**src/rtl/bnn_pkg.sv**
```systemverilog
// bnn_pkg: types and constants shared by the BNN sequencer and datapath blocks.
// Datapath blocks import seq_state_t to decode the exported 3-bit state code
// instead of comparing literals.
package bnn_pkg;

    typedef enum logic [2:0] {
        ST_IDLE  = 3'd0,
        ST_LOAD  = 3'd1,
        ST_L1    = 3'd2,
        ST_L2    = 3'd3,
        ST_L3    = 3'd4,
        ST_DONE  = 3'd5,
        ST_ERROR = 3'd6
    } seq_state_t;

    localparam int NUM_CLASSES = 10;
    localparam int CLASS_W     = 4;

    // Layer completion interface: one done strobe per working stage, in
    // the order load, layer one, layer two, flatten.
    localparam int NUM_DONE    = 4;
    localparam int DONE_LOAD   = 0;
    localparam int DONE_L1     = 1;
    localparam int DONE_L2     = 2;
    localparam int DONE_L3     = 3;

    // Stages where the datapath is doing work and the sequencer waits on a done.
    function automatic logic is_working(seq_state_t s);
        return (s == ST_LOAD) || (s == ST_L1) || (s == ST_L2) || (s == ST_L3);
    endfunction

endpackage

```
**src/rtl/bnn_stage_watchdog.sv**
```systemverilog
// bnn_stage_watchdog: dwell counter for one sequencer state.
// Ports:
//   clk, reset  - clock, synchronous active-high reset
//   clear       - state is changing this cycle; restart the count
//   count_en    - current state is a working state
//   timeout     - count has reached WDOG_CYCLES-1 while working
module bnn_stage_watchdog #(
    parameter int WDOG_CYCLES = 4096
) (
    input  logic clk,
    input  logic reset,
    input  logic clear,
    input  logic count_en,
    output logic timeout
);

    localparam int CNT_W = (WDOG_CYCLES > 2) ? $clog2(WDOG_CYCLES) : 1;
    localparam logic [CNT_W-1:0] LIMIT = CNT_W'(WDOG_CYCLES - 1);

    logic [CNT_W-1:0] cnt_q, cnt_d;

    always_comb begin
        cnt_d = cnt_q;
        if (clear)
            cnt_d = '0;
        else if (count_en && cnt_q != LIMIT)
            cnt_d = cnt_q + 1'b1;
    end

    always_ff @(posedge clk) begin
        if (reset)
            cnt_q <= '0;
        else
            cnt_q <= cnt_d;
    end

    // Count starts at 0 on state entry, so the limit is hit in the
    // WDOG_CYCLES-th cycle spent in the state.
    assign timeout = count_en && (cnt_q == LIMIT);

endmodule

```
**src/rtl/bnn_layer_sequencer.sv**
```systemverilog
// bnn_layer_sequencer: top-level inference controller for the MNIST BNN.
// Walks IDLE -> LOAD -> L1 -> L2 -> L3 -> DONE on done handshakes, pulses the
// per-stage start strobes, and latches the class answer.
// Optional per-stage watchdog: define BNN_SEQ_WATCHDOG_EN to add a dwell
// counter that drops a stuck stage into ERROR and sets the sticky error flag.
// Ports:
//   clk, reset          - clock, synchronous active-high reset
//   start, abort        - run request (level), return-to-idle (level)
//   load_done, layer*_done - stage completion strobes
//   class_in            - flatten answer, valid with layer3_done
//   state               - exported state code (seq_state_t)
//   load_en, busy       - state decodes
//   l1/l2/l3_start      - one-cycle pulses on stage entry
//   result, result_valid, error - registered status
module bnn_layer_sequencer
    import bnn_pkg::*;
#(
    parameter int WDOG_CYCLES = 4096
) (
    input  logic               clk,
    input  logic               reset,
    input  logic               start,
    input  logic               abort,
    input  logic               load_done,
    input  logic               layer1_done,
    input  logic               layer2_done,
    input  logic               layer3_done,
    input  logic [CLASS_W-1:0] class_in,
    output logic [2:0]         state,
    output logic               load_en,
    output logic               l1_start,
    output logic               l2_start,
    output logic               l3_start,
    output logic               busy,
    output logic               result_valid,
    output logic [CLASS_W-1:0] result,
    output logic               error
);

    if (WDOG_CYCLES < 2) begin : g_wdog_range_chk
        $error("WDOG_CYCLES must be at least 2");
    end

    seq_state_t         state_q, state_d;
    logic               first_q, first_d;
    logic [CLASS_W-1:0] result_q, result_d;
    logic               result_valid_q, result_valid_d;
    logic [NUM_DONE-1:0] done_vec;
    logic               entering;
    logic               timeout;
    logic               entering_load;

    assign done_vec = {layer3_done, layer2_done, layer1_done, load_done};

    // ---------------- state register ----------------
    always_ff @(posedge clk) begin
        if (reset) begin
            state_q <= ST_IDLE;
            first_q <= 1'b0;
        end else begin
            state_q <= state_d;
            first_q <= first_d;
        end
    end

    // ---------------- next state ----------------
    // Each done is honoured only in its own state; a done always beats a
    // watchdog timeout raised in the same cycle.
    always_comb begin
        state_d = state_q;
        if (abort) begin
            state_d = ST_IDLE;
        end else begin
            case (state_q)
                ST_IDLE:  if (start) state_d = ST_LOAD;
                ST_LOAD:  if (done_vec[DONE_LOAD]) state_d = ST_L1;
                          else if (timeout) state_d = ST_ERROR;
                ST_L1:    if (done_vec[DONE_L1]) state_d = ST_L2;
                          else if (timeout) state_d = ST_ERROR;
                ST_L2:    if (done_vec[DONE_L2]) state_d = ST_L3;
                          else if (timeout) state_d = ST_ERROR;
                ST_L3:    if (done_vec[DONE_L3]) state_d = ST_DONE;
                          else if (timeout) state_d = ST_ERROR;
                ST_DONE:  state_d = ST_IDLE;
                ST_ERROR: if (start) state_d = ST_LOAD;
                default:  state_d = ST_IDLE;   // code 7 recovers
            endcase
        end
    end

    assign entering      = (state_d != state_q);
    assign entering_load = entering && (state_d == ST_LOAD);
    // First-cycle flag lets the start pulses decode from registers only.
    assign first_d       = entering;

    // ---------------- outputs ----------------
    always_comb begin
        state    = state_q;
        load_en  = (state_q == ST_LOAD);
        busy     = is_working(state_q);
        l1_start = (state_q == ST_L1) && first_q;
        l2_start = (state_q == ST_L2) && first_q;
        l3_start = (state_q == ST_L3) && first_q;
    end

    // ---------------- result latch ----------------
    always_comb begin
        result_d       = result_q;
        result_valid_d = result_valid_q;
        if (entering_load) begin
            result_d       = '0;
            result_valid_d = 1'b0;
        end else if (state_q == ST_L3 && state_d == ST_DONE) begin
            result_d       = class_in;
            result_valid_d = 1'b1;
        end
    end

    always_ff @(posedge clk) begin
        if (reset) begin
            result_q       <= '0;
            result_valid_q <= 1'b0;
        end else begin
            result_q       <= result_d;
            result_valid_q <= result_valid_d;
        end
    end

    assign result       = result_q;
    assign result_valid = result_valid_q;

`ifdef BNN_SEQ_WATCHDOG_EN
    logic error_q, error_d;

    bnn_stage_watchdog #(
        .WDOG_CYCLES(WDOG_CYCLES)
    ) u_wdog (
        .clk      (clk),
        .reset    (reset),
        .clear    (entering),
        .count_en (is_working(state_q)),
        .timeout  (timeout)
    );

    // Sticky: abort leaves it alone, only ERROR -> LOAD clears it.
    always_comb begin
        error_d = error_q;
        if (state_d == ST_ERROR && state_q != ST_ERROR)
            error_d = 1'b1;
        else if (state_q == ST_ERROR && state_d == ST_LOAD)
            error_d = 1'b0;
    end

    always_ff @(posedge clk) begin
        if (reset)
            error_q <= 1'b0;
        else
            error_q <= error_d;
    end

    assign error = error_q;
`else
    assign timeout = 1'b0;
    assign error   = 1'b0;
`endif

endmodule

```
**config.mk**
```make
export PLATFORM = sky130hd
export DESIGN_NAME = bnn_layer_sequencer
export DESIGN_NICKNAME = d
export VERILOG_FILES = /design/src/rtl/bnn_pkg.sv /design/src/rtl/bnn_stage_watchdog.sv /design/src/rtl/bnn_layer_sequencer.sv
export SDC_FILE = /design/constraint.sdc
export NUM_CORES = 1
export LEC_CHECK = 0
export BUFFER_PORTS_ARGS = -buffer_cell sky130_fd_sc_hd__buf_2
export CORE_ASPECT_RATIO = 0.75
export CORE_MARGIN = 5
export CORE_UTILIZATION = 30
export CTS_CLUSTER_DIAMETER = 40
export DETAILED_ROUTE_END_ITERATION = 8
export GPL_ROUTABILITY_DRIVEN = 0
export SYNTH_ARGS = -nofsm -noshare
export SYNTH_HDL_FRONTEND = slang
export SYNTH_SLANG_ARGS = --single-unit
```
**constraint.sdc**
```tcl
create_clock -name clk -period 1.3 [get_ports clk]
set_input_delay 0.13 -clock clk [delete_from_list [all_inputs] [get_ports clk]]
set_output_delay 0.13 -clock clk [all_outputs]
set_load 0.01 [all_outputs]
```
Word-level counts from Yosys, hierarchy flattened
Index checks and enable logic that the tools add are counted.

Register bits after elaboration: 9. Bits of input ports: 12. Output and inout bits: 14. Word-level logic and storage cells: 30.

Equal/unequal tests: 8. Mux-type cells: 7. Reduce and logical (&&, ||, !) cells: 11.

Operators by type and width (count): 3-bit two-way mux (6); 3-bit one-hot mux with 5 select lines (1); 3-bit == test (second input constant) (3); 3-bit by 1-bit == test with 1-bit output (second input constant) (2); 3-bit by 2-bit == test with 1-bit output (second input constant) (2); 1-bit logical AND (5); 2-bit OR reduction (2); 3-bit logical NOT (1); 1-bit logical OR (3); 3-bit != test (1).

Depth between registers and ports, before layout
Word-level depth: 7. Mapped depth: 6. Depth with buffers taken out: 4.

Worst setup path before layout
Ideal clock, no wire load.

Kind: register to register. Start point: register state_q[2] (netlist: state[2]). End point: register result_valid_q (netlist: result_valid). Setup time: 0.086 ns. Arrival: 1.353 ns. Data required time: 1.214 ns. Path slack: -0.140 ns. Stages on the path, launching flop included: 6. Buffers on the path: 1. Clock period less this slack: 1.440 ns. Path through: dfxtp_1 > buf_4 > inv_1 > a32o_2 > o21a_2 > a221oi_2.

Word-level cells in the longest chain between the ends: 7. Elaborated cells on any way between the ends: 20. Classes of those cells: eq/ne: 8; mux: 7; reduce/logical: 5.

Ends and longest elaborated chain: start: declaration (line bnn_layer_sequencer.sv:44) `seq_state_t state_q, state_d;`; start signal: assignment (line bnn_layer_sequencer.sv:61) `state_q <= state_d;`; 3-bit == test or 3-bit logical NOT (tied branches) (line bnn_layer_sequencer.sv:74) `case (state_q)`; 2-bit OR reduction (no line); 3-bit one-hot mux with 5 select lines (line bnn_layer_sequencer.sv:74); 3-bit two-way mux (line bnn_layer_sequencer.sv:71) `if (abort) begin`; 3-bit != test or 3-bit by 1-bit == test with 1-bit output (tied branches) (line bnn_layer_sequencer.sv:91, bnn_layer_sequencer.sv:92); 1-bit logical AND (line bnn_layer_sequencer.sv:92) `assign entering_load = entering && (state_d == ST_LOAD);`; 2-bit OR reduction (no line); end signal: assignment (line bnn_layer_sequencer.sv:125) `result_valid_q <= result_valid_d;`; end: declaration (line bnn_layer_sequencer.sv:47) `logic result_valid_q, result_valid_d;`.

Several ways; a longest one is shown, not always the timed one. A chain may end at the register's enable or synchronous reset.

Worst setup path in the final report
Start point: register state_q[1] (netlist: state[1]). End point: output port busy.

Word-level cells in the longest chain between the ends: 4. Elaborated cells on any way between the ends: 7. Classes of those cells: eq/ne: 4; reduce/logical: 3.

Ends and longest elaborated chain: 3-bit by 1-bit == test with 1-bit output or 3-bit by 2-bit == test with 1-bit output (tied branches) (line bnn_pkg.sv:29) `return (s == ST_LOAD) || (s == ST_L1) || (s == ST_L2) || (s == ST_L3);`; 1-bit logical OR (2 in series) (line bnn_pkg.sv:29); 1-bit logical OR * (line bnn_pkg.sv:29); end: declaration (line bnn_layer_sequencer.sv:34) `output logic busy,`.

Every way passes the cells marked *; elsewhere a longest branch is shown, timed or not.

==> impl_results.md <==
- Status: finished with violations
- Failing checks: setup timing
- Min-delay src: class_in[1]
- Count of cell types in the netlist: 34
- Synth-to-layout area growth: 59.8%
- PnR worst setup slack: -0.195 ns
- Die footprint: 3080 um2
- Worst Hold Depth: 3
- Tmin final: 1.49 ns
- Crit path max fanout: 6
- Power Internal: 0.463 mW
- Metal3 WL: 88 um
- CTS Sinks: 9
- R2R depth: 5
- Gate power share: 0.216
- Port Buffers: 24
- WL met2: 864 um
- Placeable Area: 1980 um2
- Sw Pwr: 0.172 mW
- Sw Ratio: 0.271
- Row cnt: 14
- First-pass GRT wire length: 2800 um
- Met1 wire length: 809 um
- Hold buffers post-CTS: 0
- Vias in the first global route: 593
- Fin nets: 125
- Initial Util: 0.313
- Synthesized cell area: 619 um2
- Antenna cell count: 0
- # setup viols final: 11
- Clk slew on worst S/H paths: 0.06 ns
- Post-synthesis sequential area ratio: 0.291
- Seq. cell area: 191 um2
- Top_reg_cell synth: dfxtp_1
- Worst r2r src: state[2]$_SDFF_PP0_
- Root buffer cell: clkbuf_4
- Die Y: 49.4 um
- Avg Inst Size Synth: 8.37 um2
- WP data arrival: 1.36 ns
- DR iter-0 viols: 4
- Most common cell after layout, fill and taps aside: buf_2
- Ports: 26
- Crit end category: output pin
- HP Class: in -> reg
- Depth of the CTS H-tree: 1
- Final core occ: 0.500
- Max-Cap Viols: 0
- Initial antenna violation count: 0
- Largest net degree at the start of global routing: 8
- CTS max path bufs: 2
- Vias: 678
- Hold_ws: 0.0944 ns
- Share of post-route cells with drive strength above 1: 0.571
- R2r endpoint: result[0]$_SDFFE_PP0P_
- DRC viols: 0
- Worst-skew pair later-pin latency: 0.26 ns
- VDD IR max: 0.488 mV
- Post-synth EDFFs: 0
- Top layer in use: met4
- Reg2reg setup slack: -0.15 ns
- Worst clock skew: 0.00416 ns
- Hold endpoint: result[1]$_SDFFE_PP0P_
- WL final: 1770 um
- Most frequent cells in the layout: buf_2 (21), inv_1 (10), buf_6 (10), buf_4 (7)
- Slowest-stage cell, CP: dfxtp_4
- Static Leak: 0.432 nW
- Top cell family by delay on the critical path: simple AND/OR/NAND/NOR gates
- Fin. max-slew vios: 0
- Multi-input logic area: 408 um2
- Cts bufs inserted: 3
- Ys async rst share: 0
- Via/cell ratio: 4.99
- Critical Path Source Type: register
- CP required: 1.17 ns
- Total GRT Usage: 0.113
- CP Buf/Inv Count: 2
- Clk network pwr share: 0.343
- Cells after Synth: 74
- Final hold violation count: 0
- Peak Freq: 669 MHz
- Reg power frac: 0.441
- Die Wd: 62.5 um
- CTS tree: yes
- Period utilization: 1.15
- Post-DRT Antenna Nets: 0
- Yosys reg bits: 9
- DP HPWL: 1310 um
- First drt pass iteration count: 4
- Total grt overflow: 0
- Yosys warning count: 0
- Fill count: 199
- RSZ-0062 raised after global routing: yes
- Critical-path cell list: buf_12, or3_4, and2_4, buf_6
- Avg WL per Cell: 13.0 um
- Post-synth net total: 86
- Setup Crit Path Kind: reg -> out
- CP max stage delay: 0.36 ns
- Pwr Density: 642 nW/um2
==> registers in the layout, summed over array words and instances, names as in the netlist <==
| name | count |
|---|---|
| first_q | 1 |
| result | 4 |
| result_valid | 1 |
| state | 3 |
==> how the worst max path moves through the flow <==
stage / start / to / cells past startpoint
floorplan: state[1]$_SDFF_PP0_ / result_valid$_SDFFE_PP0P_ / 5
global placement: state[1]$_SDFF_PP0_ / result_valid$_SDFFE_PP0P_ / 5
detailed placement: state[1]$_SDFF_PP0_ / result[0]$_SDFFE_PP0P_ / 4
CTS: state[1]$_SDFF_PP0_ / busy / 4
global route: state[2]$_SDFF_PP0_ / result[2]$_SDFFE_PP0P_ / 5
finish: state[1]$_SDFF_PP0_ / busy / 4
==> power groups by stage <==
stage               clock, mW  sequential [mW]  combinational [mW]
floorplan                   0            0.290              0.0666
global placement            0            0.292               0.110
detailed placement          0            0.292               0.110
CTS                     0.226            0.281               0.118
global route            0.246            0.280               0.150
finish                  0.218            0.280               0.137
==> layout make-up <==
cell class                 count  area share
inverter                      11      0.0442
timing repair buffer          39       0.293
multi-input combinational     49       0.412
clock buffer                   4      0.0265
sequential                     9       0.193
tap                           24      0.0303
==> Yosys cell counts (2+ instances only) <==
master	count	area (um2)
inv_1	11	41.3
dfxtp_1	9	180
a21oi_1	6	30.0
nor2_1	6	22.5
nand2_1	4	15.0
o32ai_1	4	35.0
and2_1	2	12.5
buf_4	2	15.0
buf_6	2	22.5
mux2i_1	2	20.0
nor2b_1	2	12.5
o21ai_0	2	10.0
==> layer usage <==
metal / vias to the layer above / global-route usage
met3: 2 / 0.0438
met4: 0 / 0.0212
li1: 335 / -
met2: 17 / 0.169
met5: - / 0
met1: 324 / 0.154
==> cell families after synthesis <==
group	count (synthesis)	share of synthesized area
flops	9	0.291
mux	2	0.0323
buf+inv	16	0.135
compound gates	27	0.362
simple gates	19	0.174
other cells	1	0.00605
==> metrics by stage <==
| stage | TNS [ns] | instance area (um2) | cells | worst slack (ns) | total power [mW] |
|---|---|---|---|---|---|
| 2_1_floorplan | -0.194 | 633 | 74 | -0.0799 | 0.357 |
| 3_3_place_gp | -0.300 | 825 | 127 | -0.0740 | 0.401 |
| 3_5_place_dp | -0.451 | 825 | 127 | -0.0955 | 0.402 |
| 4_1_cts | -1.28 | 895 | 134 | -0.212 | 0.625 |
| 5_1_grt | -1.91 | 990 | 136 | -0.252 | 0.676 |
| 6_report | -1.10 | 990 | 136 | -0.195 | 0.635 |
==> worst min-delay path, delay by kind of cell <==
kind | cells | cell delay (ns)
AO/OA/AOI/OAI | 1 | 0.07
buffers and inverters | 2 | 0.10
==> repair_timing <==
item	4_1_cts	5_1_grt
resized for setup	7	18
buffers inserted	3	2
endpoints found under the hold margin	0	0
pin swaps	8	2
setup endpoints to repair	10	12
No activity file was read; power rests on OpenSTA's default activity.
